`config.mk`:
```
export PLATFORM = sky130hd
export DESIGN_NAME = div_seq
export DESIGN_NICKNAME = d
export VERILOG_FILES = /design/src/rtl/div_seq.sv
export SDC_FILE = /design/constraint.sdc
export NUM_CORES = 1
export LEC_CHECK = 0
export CAP_MARGIN = 20
export CORE_ASPECT_RATIO = 0.8
export CORE_MARGIN = 2
export CORE_UTILIZATION = 34
export DETAILED_ROUTE_END_ITERATION = 7
export MAX_ROUTING_LAYER = met4
export SKIP_CTS_REPAIR_TIMING = 1
export SLEW_MARGIN = 20
export SYNTH_ARGS = -nofsm -noshare
export SYNTH_HDL_FRONTEND = slang
export SYNTH_SLANG_ARGS = --single-unit
```
`constraint.sdc`:
```
create_clock -name clk -period 5.8 [get_ports clk]
set_input_delay 1.16 -clock clk [delete_from_list [all_inputs] [get_ports clk]]
set_output_delay 1.16 -clock clk [all_outputs]
set_load 0.01 [all_outputs]
```
`src/rtl/div_seq.sv`:
```
// div_seq: 32-bit sequential restoring divider with a valid/ready request and
// result handshake. It supports signed (DIV/REM) and unsigned (DIVU/REMU)
// division. A normal division takes one restoring step per cycle for 32 cycles,
// followed by one cycle that applies the signs. Divide-by-zero and signed
// overflow skip the iteration and return their fixed results after one cycle.
module div_seq (
  input  logic        clk,
  input  logic        rst_n,
  input  logic        start_valid,
  output logic        start_ready,
  input  logic        is_signed,
  input  logic [31:0] dividend,
  input  logic [31:0] divisor,
  output logic        out_valid,
  input  logic        out_ready,
  output logic [31:0] quotient,
  output logic [31:0] remainder,
  output logic        busy
);

  typedef enum logic [1:0] {
    IDLE,
    CALC,
    DONE
  } state_t;

  state_t      state;
  logic [4:0]  step;
  logic [31:0] rem;
  logic [31:0] quo;
  logic [31:0] dvsr;
  logic        neg_q;
  logic        neg_r;

  // Operand decode at the acceptance edge.
  logic        a_neg;
  logic        b_neg;
  logic [31:0] a_mag;
  logic [31:0] b_mag;
  logic        div_zero;
  logic        sgn_ovf;

  // One restoring step, and the final sign correction.
  logic [32:0] rem_sh;
  logic [33:0] trial;
  logic        no_borrow;
  logic [31:0] rem_nxt;
  logic [31:0] quo_nxt;
  logic [31:0] q_fin;
  logic [31:0] r_fin;
  logic        unused_trial_bit;

  assign start_ready = (state == IDLE) && rst_n;
  assign busy        = (state != IDLE);

  // Decode the operand signs, the magnitudes and the special cases.
  always_comb begin
    a_neg    = is_signed & dividend[31];
    b_neg    = is_signed & divisor[31];
    a_mag    = a_neg ? (~dividend + 32'd1) : dividend;
    b_mag    = b_neg ? (~divisor + 32'd1) : divisor;
    div_zero = (divisor == '0);
    sgn_ovf  = is_signed && (dividend == 32'h8000_0000) && (divisor == '1);
  end

  // Restoring step: shift {rem,quo} left, then trial-subtract the divisor.
  // The partial remainder needs 33 bits after the shift when the divisor is
  // at least 2^31, so the subtraction is carried out in 34 bits and bit 33
  // gives the sign of the result.
  always_comb begin
    rem_sh           = {rem, quo[31]};
    trial            = {1'b0, rem_sh} + {2'b11, ~dvsr} + 34'd1;
    no_borrow        = ~trial[33];
    // A successful subtract always leaves a value below the divisor, so bit 32 is zero.
    unused_trial_bit = trial[32];
    rem_nxt          = no_borrow ? trial[31:0] : rem_sh[31:0];
    quo_nxt          = {quo[30:0], no_borrow};
    q_fin            = neg_q ? (~quo + 32'd1) : quo;
    r_fin            = neg_r ? (~rem + 32'd1) : rem;
  end

  // Control FSM and datapath registers. DONE uses its first cycle to present
  // the result, so both the special-case path and the iterative path deliver
  // the result one edge after they enter DONE.
  always_ff @(posedge clk or negedge rst_n) begin
    if (!rst_n) begin
      state     <= IDLE;
      step      <= '0;
      rem       <= '0;
      quo       <= '0;
      dvsr      <= '0;
      neg_q     <= 1'b0;
      neg_r     <= 1'b0;
      quotient  <= '0;
      remainder <= '0;
      out_valid <= 1'b0;
    end else begin
      case (state)
        IDLE: begin
          if (start_valid) begin
            step <= '0;
            dvsr <= b_mag;
            if (div_zero) begin
              quo   <= '1;
              rem   <= dividend;
              neg_q <= 1'b0;
              neg_r <= 1'b0;
              state <= DONE;
            end else if (sgn_ovf) begin
              quo   <= 32'h8000_0000;
              rem   <= '0;
              neg_q <= 1'b0;
              neg_r <= 1'b0;
              state <= DONE;
            end else begin
              quo   <= a_mag;
              rem   <= '0;
              neg_q <= a_neg ^ b_neg;
              neg_r <= a_neg;
              state <= CALC;
            end
          end
        end
        CALC: begin
          rem  <= rem_nxt;
          quo  <= quo_nxt;
          step <= step + 5'd1;
          if (step == 5'd31) begin
            state <= DONE;
          end
        end
        DONE: begin
          if (!out_valid) begin
            quotient  <= q_fin;
            remainder <= r_fin;
            out_valid <= 1'b1;
          end else if (out_ready) begin
            out_valid <= 1'b0;
            state     <= IDLE;
          end
        end
        default: begin
          state <= IDLE;
        end
      endcase
    end
  end

endmodule
```
==> results of run 1 <==
## worst reg2reg max path: cells and delay by family, from the launching register on
kind / cells / cell delay, ns
flops: 1 / 0.49
simple gates: 1 / 0.16
buf+inv: 1 / 0.38
fa+ha+maj: 1 / 0.32
compound gates: 7 / 2.59
## report_power, final
group / switching (uW) / internal (uW)
sequential: 646 / 1630
clock: 513 / 672
combinational: 2550 / 1850
total: 3710 / 4150
## flip-flops by register name, indices dropped and copies added, names as in the netlist
name	flops
dvsr	32
neg_q	1
neg_r	1
out_valid	1
quo	32
quotient	32
rem	32
remainder	32
state	2
step	5
## cell usage after synthesis, drive strengths merged, types with 15 or more instances
| cell | count | area [um2] |
|---|---|---|
| o21ai | 120 | 601 |
| nor4 | 15 | 130 |
| xor2 | 102 | 893 |
| o31ai | 34 | 269 |
| o41ai | 19 | 193 |
| nor2 | 180 | 676 |
| ha | 39 | 488 |
| clkbuf | 64 | 241 |
| dfrtp | 170 | 4250 |
| a21oi | 175 | 876 |
| xnor2 | 44 | 385 |
| or4 | 21 | 165 |
| nand2 | 121 | 454 |
| inv | 53 | 199 |
| nor3 | 28 | 140 |
## cells by family (layout without fill, tap and decap cells)
| kind of cell | count (synthesis) | after routing | share of synthesized area (%) |
|---|---|---|---|
| flip-flops | 170 | 170 | 37.1 |
| multiplexers | 9 | 9 | 0.808 |
| buffers and inverters | 129 | 237 | 4.26 |
| AND/OR/NAND/NOR | 446 | 446 | 18.2 |
| AO/OA/AOI/OAI | 451 | 451 | 24.0 |
| XOR/XNOR | 146 | 146 | 11.2 |
| adder cells (fa/ha/maj) | 40 | 40 | 4.43 |
## layer usage
layer / routed length [um] / global-route usage [%] / up-vias
li1: - / - / 5155
met2: 16300 / 31.5 / 252
met4: 828 / 6.37 / 0
met1: 18200 / 30.5 / 5171
met3: 2170 / 5.13 / 37
met5: 0 / - / -
## area by class of cell
cell class              instances  area, um2
repair buffers                152       1490
flip-flops and latches        170       4250
inverters                      53        199
well taps                     434        543
clock buffers                  23        478
fillers                      3453      19600
clock inverters                 9        113
multi-input cells            1092       6740
## metrics by stage
| step | util [%] | power [uW] | setup WS [ns] | instance area (um2) |
|---|---|---|---|---|
| after global placement | 39.6 | 6590 | 1.25 | 13200 |
| after floorplan | - | 5370 | 2.22 | 11500 |
| after CTS | 41.4 | 7870 | 1.62 | 13800 |
| after detailed placement | 39.6 | 6650 | 1.15 | 13200 |
| after global routing | 41.4 | 8540 | 1.24 | 13800 |
| final | 41.4 | 7860 | 1.56 | 13800 |
## worst min-delay path by stage
stage                      endpoint                 start  slack (ns)  cells after the start
2_1_floorplan  dvsr[10]$_DFFE_PN0P_  dvsr[10]$_DFFE_PN0P_        0.45                      2
3_3_place_gp    dvsr[9]$_DFFE_PN0P_   dvsr[9]$_DFFE_PN0P_        0.47                      2
3_5_place_dp   dvsr[28]$_DFFE_PN0P_  dvsr[28]$_DFFE_PN0P_        0.47                      2
4_1_cts        dvsr[28]$_DFFE_PN0P_  dvsr[28]$_DFFE_PN0P_        0.49                      2
5_1_grt        dvsr[13]$_DFFE_PN0P_  dvsr[13]$_DFFE_PN0P_        0.52                      2
6_report       dvsr[28]$_DFFE_PN0P_  dvsr[28]$_DFFE_PN0P_        0.48                      2
==> results by group, run 1 <==
Logic synthesis
  • Register area share after synthesis: 37.1%
  • Netlist cell types: 65
  • Synthesized area per cell: 8.24 um2
  • Post-Synthesis Cells: 1391
  • Synthesized net count: 1500
  • Synth Warn #: 0
  • Ys flop type: dfrtp_1
  • Synth Register Bits: 170
  • Post-Synthesis Cell Area: 11500 um2
  • Number of flops mapped to enable cells by yosys: 0
  • Synth async-reset ratio: 100%

Global route
  • Vias in the first global route: 10200
  • Largest net degree at the start of global routing: 127
  • Gr ovfl total: 0
  • Global-route wire length before repair: 58.1 mm
  • Tot GR Track Use: 21.9%
  • Antenna violations before repair: 0

Place
  • Inst Count DP: 1901
  • Gpl congestion: 0.910
  • DPL Wire Length: 28.2 mm
  • I/O Buffers: 135

Setup path
  • CP endpoint kind: flop
  • CP bufs+invs: 1
  • Critical Path Fanout Max: 11
  • CP dominant cell by count: nor2_1
  • Worst path arrival time: 4.55 ns
  • Largest stage delay on the critical path: 0.57 ns
  • RR Endpoint: rem[10]$_DFFE_PN0P_
  • Critical path depth: 10
  • Crit path to: quo[7]$_DFFE_PN0P_
  • R2R Path Start: rem[0]$_DFFE_PN0P_
  • Worst setup path category: in -> reg
  • CP max-delay cell: nor4_1
  • Worst EP required: 6.11 ns
  • Type of origin of the critical path: primary input
  • Worst reg-to-reg path cell count: 10
  • Crit-path leading delay family: simple AND/OR/NAND/NOR gates
  • CP Cell Sequence: clkdlybuf4s50_1 -> nor4_1 -> nand3_1 -> nor2_1 -> nand2_1 -> nor4_4 -> or2_2 -> nor2_1 -> a2111oi_0 -> nor2_1
  • R2R Setup Slk: 1.71 ns
  • Worst Setup SP: dividend[3]

Final layout
  • Commonest cells after routing, fill and taps aside: nor2_1, a21oi_1, dfrtp_1
  • Antenna cell count: 0
  • Commonest non-fill, non-tap cell in the layout: nor2_1
  • Nets: 1595
  • Non-Filler Instances: 1933
  • Layout area overhead: 20.7%
  • Share of cells above drive strength 1: 4.94%

STA
  • Max Fclk: 236 MHz
  • Final Hold Viols: 0
  • Tmin final: 4.24 ns
  • Max-slew violation total from the final report: 0
  • Worst-margin pin slew: 1.02 ns
  • Min Hold Slack: 0.480 ns
  • Finish-stage setup viols: 0
  • Crit share post-route: 73.0%
  • Setup TNS Final: 0 ns
  • Unrepaired setup endpoints after global routing: no
  • Max-slew headroom: 32.1%
  • Clock Skews: 0.0120 ns

Floorplanning
  • Die height: 168 um
  • Initial Utilization: 34.3%
  • Rows: 60
  • Die width: 209 um
  • Die area: 35200 um2
  • # IOs: 136
  • CORE AREA: 33400 um2

Detailed routing
  • WL per Instance: 19.4 um
  • DRC violations left: 0
  • Router iterations before antenna repair: 5
  • Via density: 5.49
  • Drt initial violations: 778
  • Routed Antenna Nets: 0
  • Vias post-DR: 10600
  • Detailed Route WL: 37.5 mm

Run status
  • Outcome: complete, no violations

Power and ir drop
  • Peak supply drop: 0.258 mV
  • Leakage power: 0.00563 uW
  • Cell area power density: 569 nW/um2

Clock tree
  • Clock buffer depth: 2
  • Clk_lat worst skew: 0.44 ns
  • CTS H-tree lvls: 4
  • TritonCTS Buffers: 17
  • Clock-pin slew on the worst setup and hold paths: 0.07 ns
  • Clock Sinks: 170
  • Root buffer cell: clkbuf_16
  • CTS tree: done

Job
  • # Max-Cap Violations: 0

Worst hold path
  • Hold WC Path Type: reg -> reg
Power figures use the tool's default switching activity.
==> inputs of run 2 (changes only) <==
Clock period 5.8 ns to 4.13 ns, I/O delays scaled along.
==> results by group, run 2 (same netlist as run 1, synthesis figures left out) <==
Detailed routing
  • WL per Instance: 19.2 um (-0.97%)
  • Detailed Route WL: 37.8 mm (+0.77%)
  • Routed Antenna Nets: 0 (unchanged)
  • DRC violations left: 0 (unchanged)
  • Drt initial violations: 840 (+8.0%)
  • Vias post-DR: 10700 (+1.2%)
  • Router iterations before antenna repair: 5 (unchanged)
  • Via density: 5.46 (-0.52%)

Global route
  • Gr ovfl total: 0 (unchanged)
  • Global-route wire length before repair: 59.0 mm (+1.5%)
  • Largest net degree at the start of global routing: 61 (-52%)
  • Tot GR Track Use: 22.2% (+0.35 points)
  • Vias in the first global route: 10400 (+1.8%)
  • Antenna violations before repair: 0 (unchanged)

STA
  • Worst-margin pin slew: 1.06 ns (+0.0402 ns)
  • Max-slew headroom: 29.5% (-2.7 points)
  • Min Hold Slack: 0.246 ns (-0.235 ns)
  • Clock Skews: 0.0145 ns (+0.00251 ns)
  • Max Fclk: 259 MHz
  • Max-slew violation total from the final report: 0 (unchanged)
  • Setup TNS Final: 0 ns (unchanged)
  • Final Hold Viols: 0 (unchanged)
  • Finish-stage setup viols: 0 (unchanged)
  • Crit share post-route: 93.5%
  • Tmin final: 3.86 ns
  • Unrepaired setup endpoints after global routing: no

Worst hold path
  • Hold WC Path Type: in -> async

Floorplanning
  • Initial Utilization: 34.3% (unchanged)
  • Die height: 168 um (unchanged)
  • Die width: 209 um (unchanged)
  • Rows: 60 (unchanged)
  • Die area: 35200 um2 (unchanged)
  • # IOs: 136 (unchanged)
  • CORE AREA: 33400 um2 (unchanged)

Final layout
  • Nets: 1629 (+2.1%)
  • Layout area overhead: 23.5%
  • Commonest cells after routing, fill and taps aside: nor2_1, a21oi_1, dfrtp_1
  • Final Instance Area: 14200 um2 (+2.4%)
  • Non-Filler Instances: 1967 (+1.8%)
  • Commonest non-fill, non-tap cell in the layout: nor2_1
  • Antenna cell count: 0 (unchanged)
  • Share of cells above drive strength 1: 7.31% (+2.4 points)

Clock tree
  • CTS H-tree lvls: 4 (unchanged)
  • Root buffer cell: clkbuf_16
  • Clock-pin slew on the worst setup and hold paths: 0.08 ns (about the same)
  • Clk_lat worst skew: 0.45 ns (about the same)
  • Clock Sinks: 170 (unchanged)
  • CTS tree: done
  • Clock buffer depth: 2 (unchanged)
  • TritonCTS Buffers: 17 (unchanged)

Power and ir drop
  • Peak supply drop: 0.408 mV (+58%)
  • Power Total: 11400 uW (+45%)
  • Comb power frac: 56.5% (+0.5 points)
  • Leakage power: 0.00584 uW (+3.7%)
  • Sw frac: 46.7% (-0.45 points)
  • Clock power frac: 15.9% (+0.8 points)
  • Sequential power share: 27.6% (-1.3 points)
  • Cell area power density: 804 nW/um2 (+41%)
  • Pint: 6060 uW (+46%)
  • Sw Pwr: 5320 uW (+43%)

Place
  • DPL Wire Length: 28.7 mm (+1.7%)
  • Gpl congestion: 0.913 (+0.35%)
  • I/O Buffers: 135 (unchanged)
  • Inst Count DP: 1935 (+1.8%)
  • Placed cell area: 13500 um2 (+2.0%)

Setup path
  • Critical Path Fanout Max: 4 (-7)
  • CP endpoint kind: flop
  • R2R Setup Slk: 0.27 ns (-1.44 ns)
  • Worst path arrival time: 4.20 ns (-0.35 ns)
  • Type of origin of the critical path: flop
  • Worst setup path category: reg -> reg
  • Worst EP required: 4.47 ns (-1.64 ns)

Run status
  • Outcome: complete, no violations

Job
  • # Max-Cap Violations: 0 (unchanged)
==> run 2: power groups by stage <==
stage / logic [uW] / registers, uW / clock network (uW)
after floorplan: 4710 / 2830 / 0
after global placement: 6280 / 3130 / 0
after detailed placement: 6370 / 3150 / 0
after CTS: 6410 / 3120 / 1830
after global routing: 7140 / 3240 / 1910
final: 6420 / 3140 / 1810
==> run 2: final timing paths <==
kind	from	to	cells after the start
worst max-delay path	quo[31]$_DFFE_PN0P_	rem[26]$_DFFE_PN0P_	13
worst min-delay path	rst_n	remainder[3]$_DFFE_PN0P_	1
worst max register to register	quo[31]$_DFFE_PN0P_	rem[26]$_DFFE_PN0P_	13
worst min register to register	dvsr[26]$_DFFE_PN0P_	dvsr[26]$_DFFE_PN0P_	2
max in group asynchronous	rst_n	quotient[3]$_DFFE_PN0P_	2
min in group clk	dvsr[26]$_DFFE_PN0P_	dvsr[26]$_DFFE_PN0P_	2
==> run 2: layout make-up <==
cell class                      instances  area, um2
Clock buffer                           18        439
Clock inverter                         14        213
Fill cell                            3304      19300
Inverter                               53        199
Multi-Input combinational cell       1092       6740
Sequential cell                       170       4260
Tap cell                              434        543
Timing Repair Buffer                  186       1760
==> run 2: worst max-delay path, cell delays in order (launching register included) <==
cell and delay (ns):
dfrtp_1 0.45, inv_1 0.13, ha_1 0.24, fa_1 0.23, nand2b_1 0.15, a21oi_1 0.10
o311ai_0 0.64, a211oi_1 0.21, o21ai_0 0.58, o21ai_0 0.17, buf_4 0.19, a311oi_1 0.40
a22o_1 0.21, nor3_1 0.04
==> run 2: through the flow <==
| stage | setup WS (ns) | util (%) |
|---|---|---|
| after floorplan | 0.881 | - |
| after global placement | 0.232 | 40.4 |
| after detailed placement | 0.182 | 40.4 |
| after CTS | 0.354 | 42.4 |
| after global routing | 0.0618 | 42.4 |
| final | 0.270 | 42.4 |
==> run 2: per-layer routing <==
| metal | routed length (um) | GRT usage, % | vias to the layer above |
|---|---|---|---|
| met1 | 18600 | 31.4 | 5201 |
| met4 | 641 | 5.75 | 0 |
| met5 | 0 | - | - |
| li1 | - | - | 5212 |
| met2 | 16600 | 32.5 | 301 |
| met3 | 1950 | 4.23 | 32 |
==> inputs of run 3 (changes only) <==
Settings changed: GPL_ROUTABILITY_DRIVEN set to 0.
==> results by group, run 3 (same netlist as run 1, synthesis figures left out) <==
STA
  • Tmin final: 3.71 ns (-0.151 ns)
  • Max-slew headroom: 33.6% (+4.2 points)
  • Max-slew violation total from the final report: 0 (unchanged)
  • Crit share post-route: 89.8% (-3.6 points)
  • Clock Skews: 0.0144 ns (-0.0000332 ns)
  • Max Fclk: 270 MHz (+4.1%)
  • Setup TNS Final: 0 ns (unchanged)
  • Final Hold Viols: 0 (unchanged)
  • Min Hold Slack: 0.256 ns (+0.0106 ns)
  • Worst-margin pin slew: 0.996 ns (-0.0625 ns)
  • Unrepaired setup endpoints after global routing: no
  • Finish-stage setup viols: 0 (unchanged)

Place
  • DPL Wire Length: 28.3 mm (-1.5%)
  • I/O Buffers: 135 (unchanged)
  • Placed cell area: 13500 um2 (about the same)
  • Inst Count DP: 1933 (-0.10%)

Floorplanning
  • Rows: 60 (unchanged)
  • Initial Utilization: 34.3% (unchanged)
  • CORE AREA: 33400 um2 (unchanged)
  • Die height: 168 um (unchanged)
  • # IOs: 136 (unchanged)
  • Die width: 209 um (unchanged)
  • Die area: 35200 um2 (unchanged)

Detailed routing
  • Routed Antenna Nets: 0 (unchanged)
  • Vias post-DR: 10800 (+0.60%)
  • DRC violations left: 0 (unchanged)
  • Detailed Route WL: 37.2 mm (-1.5%)
  • Router iterations before antenna repair: 5 (unchanged)
  • WL per Instance: 18.9 um (-1.4%)
  • Drt initial violations: 1056 (+26%)
  • Via density: 5.50 (+0.71%)

Clock tree
  • Clock buffer depth: 2 (unchanged)
  • Clock Sinks: 170 (unchanged)
  • CTS tree: done
  • Clk_lat worst skew: 0.45 ns (about the same)
  • Root buffer cell: clkbuf_16
  • CTS H-tree lvls: 4 (unchanged)
  • Clock-pin slew on the worst setup and hold paths: 0.08 ns (about the same)
  • TritonCTS Buffers: 17 (unchanged)

Run status
  • Outcome: complete, no violations

Final layout
  • Final Instance Area: 14100 um2 (-0.19%)
  • Share of cells above drive strength 1: 6.93% (-0.38 points)
  • Non-Filler Instances: 1965 (-0.10%)
  • Fillers: 3280 (-0.73%)
  • Layout area overhead: 23.3%
  • Commonest cells after routing, fill and taps aside: nor2_1, a21oi_1, dfrtp_1
  • Commonest non-fill, non-tap cell in the layout: nor2_1
  • Nets: 1627 (-0.12%)

Global route
  • Tot GR Track Use: 21.8% (-0.41 points)
  • Antenna violations before repair: 1 (+1)
  • Largest net degree at the start of global routing: 144 (+140%)
  • Gr ovfl total: 0 (unchanged)
  • Vias in the first global route: 10300 (-0.81%)
  • Global-route wire length before repair: 58.5 mm (-0.90%)

Setup path
  • Worst reg-to-reg path cell count: 10 (-3)
  • CP endpoint kind: flop
  • Worst EP required: 4.45 ns (-0.02 ns)
  • Worst setup path category: reg -> reg
  • R2R Setup Slk: 0.42 ns (+0.15 ns)
  • Type of origin of the critical path: flop
  • Worst Setup SP: rem[6]$_DFFE_PN0P_
  • R2R Path Start: rem[6]$_DFFE_PN0P_
  • Worst path arrival time: 4.03 ns (-0.17 ns)
  • RR Endpoint: remainder[31]$_DFFE_PN0P_
  • Critical Path Fanout Max: 5 (+1)

Power and ir drop
  • Sequential power share: 27.3% (-0.3 points)
  • Comb power frac: 57.3% (+0.8 points)
  • Clock power frac: 15.4% (-0.5 points)
  • Cell area power density: 807 nW/um2 (+0.38%)
  • Peak supply drop: 0.336 mV (-18%)
  • Sw frac: 46.4% (-0.34 points)
  • Sw Pwr: 5290 uW (-0.54%)
  • Leakage power: 0.00582 uW (-0.28%)
  • Pint: 6110 uW (+0.83%)

Worst hold path
  • Hold WC Path Type: in -> async

Job
  • # Max-Cap Violations: 0 (unchanged)
==> run 3: layout make-up <==
class	count	area [um2]	area share [%]
Tap cell	434	543	3.84
Clock inverter	10	166	1.18
Timing Repair Buffer	184	1760	12.4
Inverter	53	199	1.41
Multi-Input combinational cell	1092	6740	47.7
Antenna cell	1	2.50	0.0177
Clock buffer	21	460	3.26
Sequential cell	170	4250	30.1
==> run 3: worst max-delay path by stage <==
stage / depth (start not counted) / to / slack, ns
2_1_floorplan: 8 / dvsr[29]$_DFFE_PN0P_ / 0.88
3_3_place_gp: 11 / rem[18]$_DFFE_PN0P_ / 0.22
3_5_place_dp: 11 / rem[18]$_DFFE_PN0P_ / 0.15
4_1_cts: 12 / rem[22]$_DFFE_PN0P_ / 0.44
5_1_grt: 12 / rem[22]$_DFFE_PN0P_ / 0.20
6_report: 10 / remainder[31]$_DFFE_PN0P_ / 0.42
==> run 3: per-layer routing <==
| metal | global-route usage, % | wire (um) |
|---|---|---|
| met2 | 31.3 | 16300 |
| met3 | 4.25 | 2360 |
| met5 | - | 0 |
| met1 | 31.3 | 17900 |
| met4 | 5.62 | 714 |
==> run 3: power groups by stage <==
stage | Combinational (uW) | Sequential [uW] | Clock, uW
3_5_place_dp | 6450 | 3120 | 0
6_report | 6530 | 3110 | 1750
4_1_cts | 6500 | 3090 | 1780
5_1_grt | 7250 | 3200 | 1860
2_1_floorplan | 4710 | 2830 | 0
3_3_place_gp | 6360 | 3100 | 0
==> run 3: critical path, stage by stage, from the launching register on <==
cell and delay (ns):
dfrtp_1 0.47, nor4_2 0.36, nand2_1 0.14, or4_1 0.45, or4_1 0.58, or3_1 0.41, or3_4 0.38, o31ai_1 0.31
xor2_1 0.22, buf_4 0.18, a21oi_1 0.07
==> run 3: through the flow <==
stage | util (%) | setup slack, ns | power, uW
3_3_place_gp | 40.4 | 0.225 | 9460
5_1_grt | 42.3 | 0.197 | 12300
6_report | 42.3 | 0.421 | 11400
4_1_cts | 42.3 | 0.437 | 11400
3_5_place_dp | 40.4 | 0.146 | 9580
2_1_floorplan | - | 0.881 | 7550
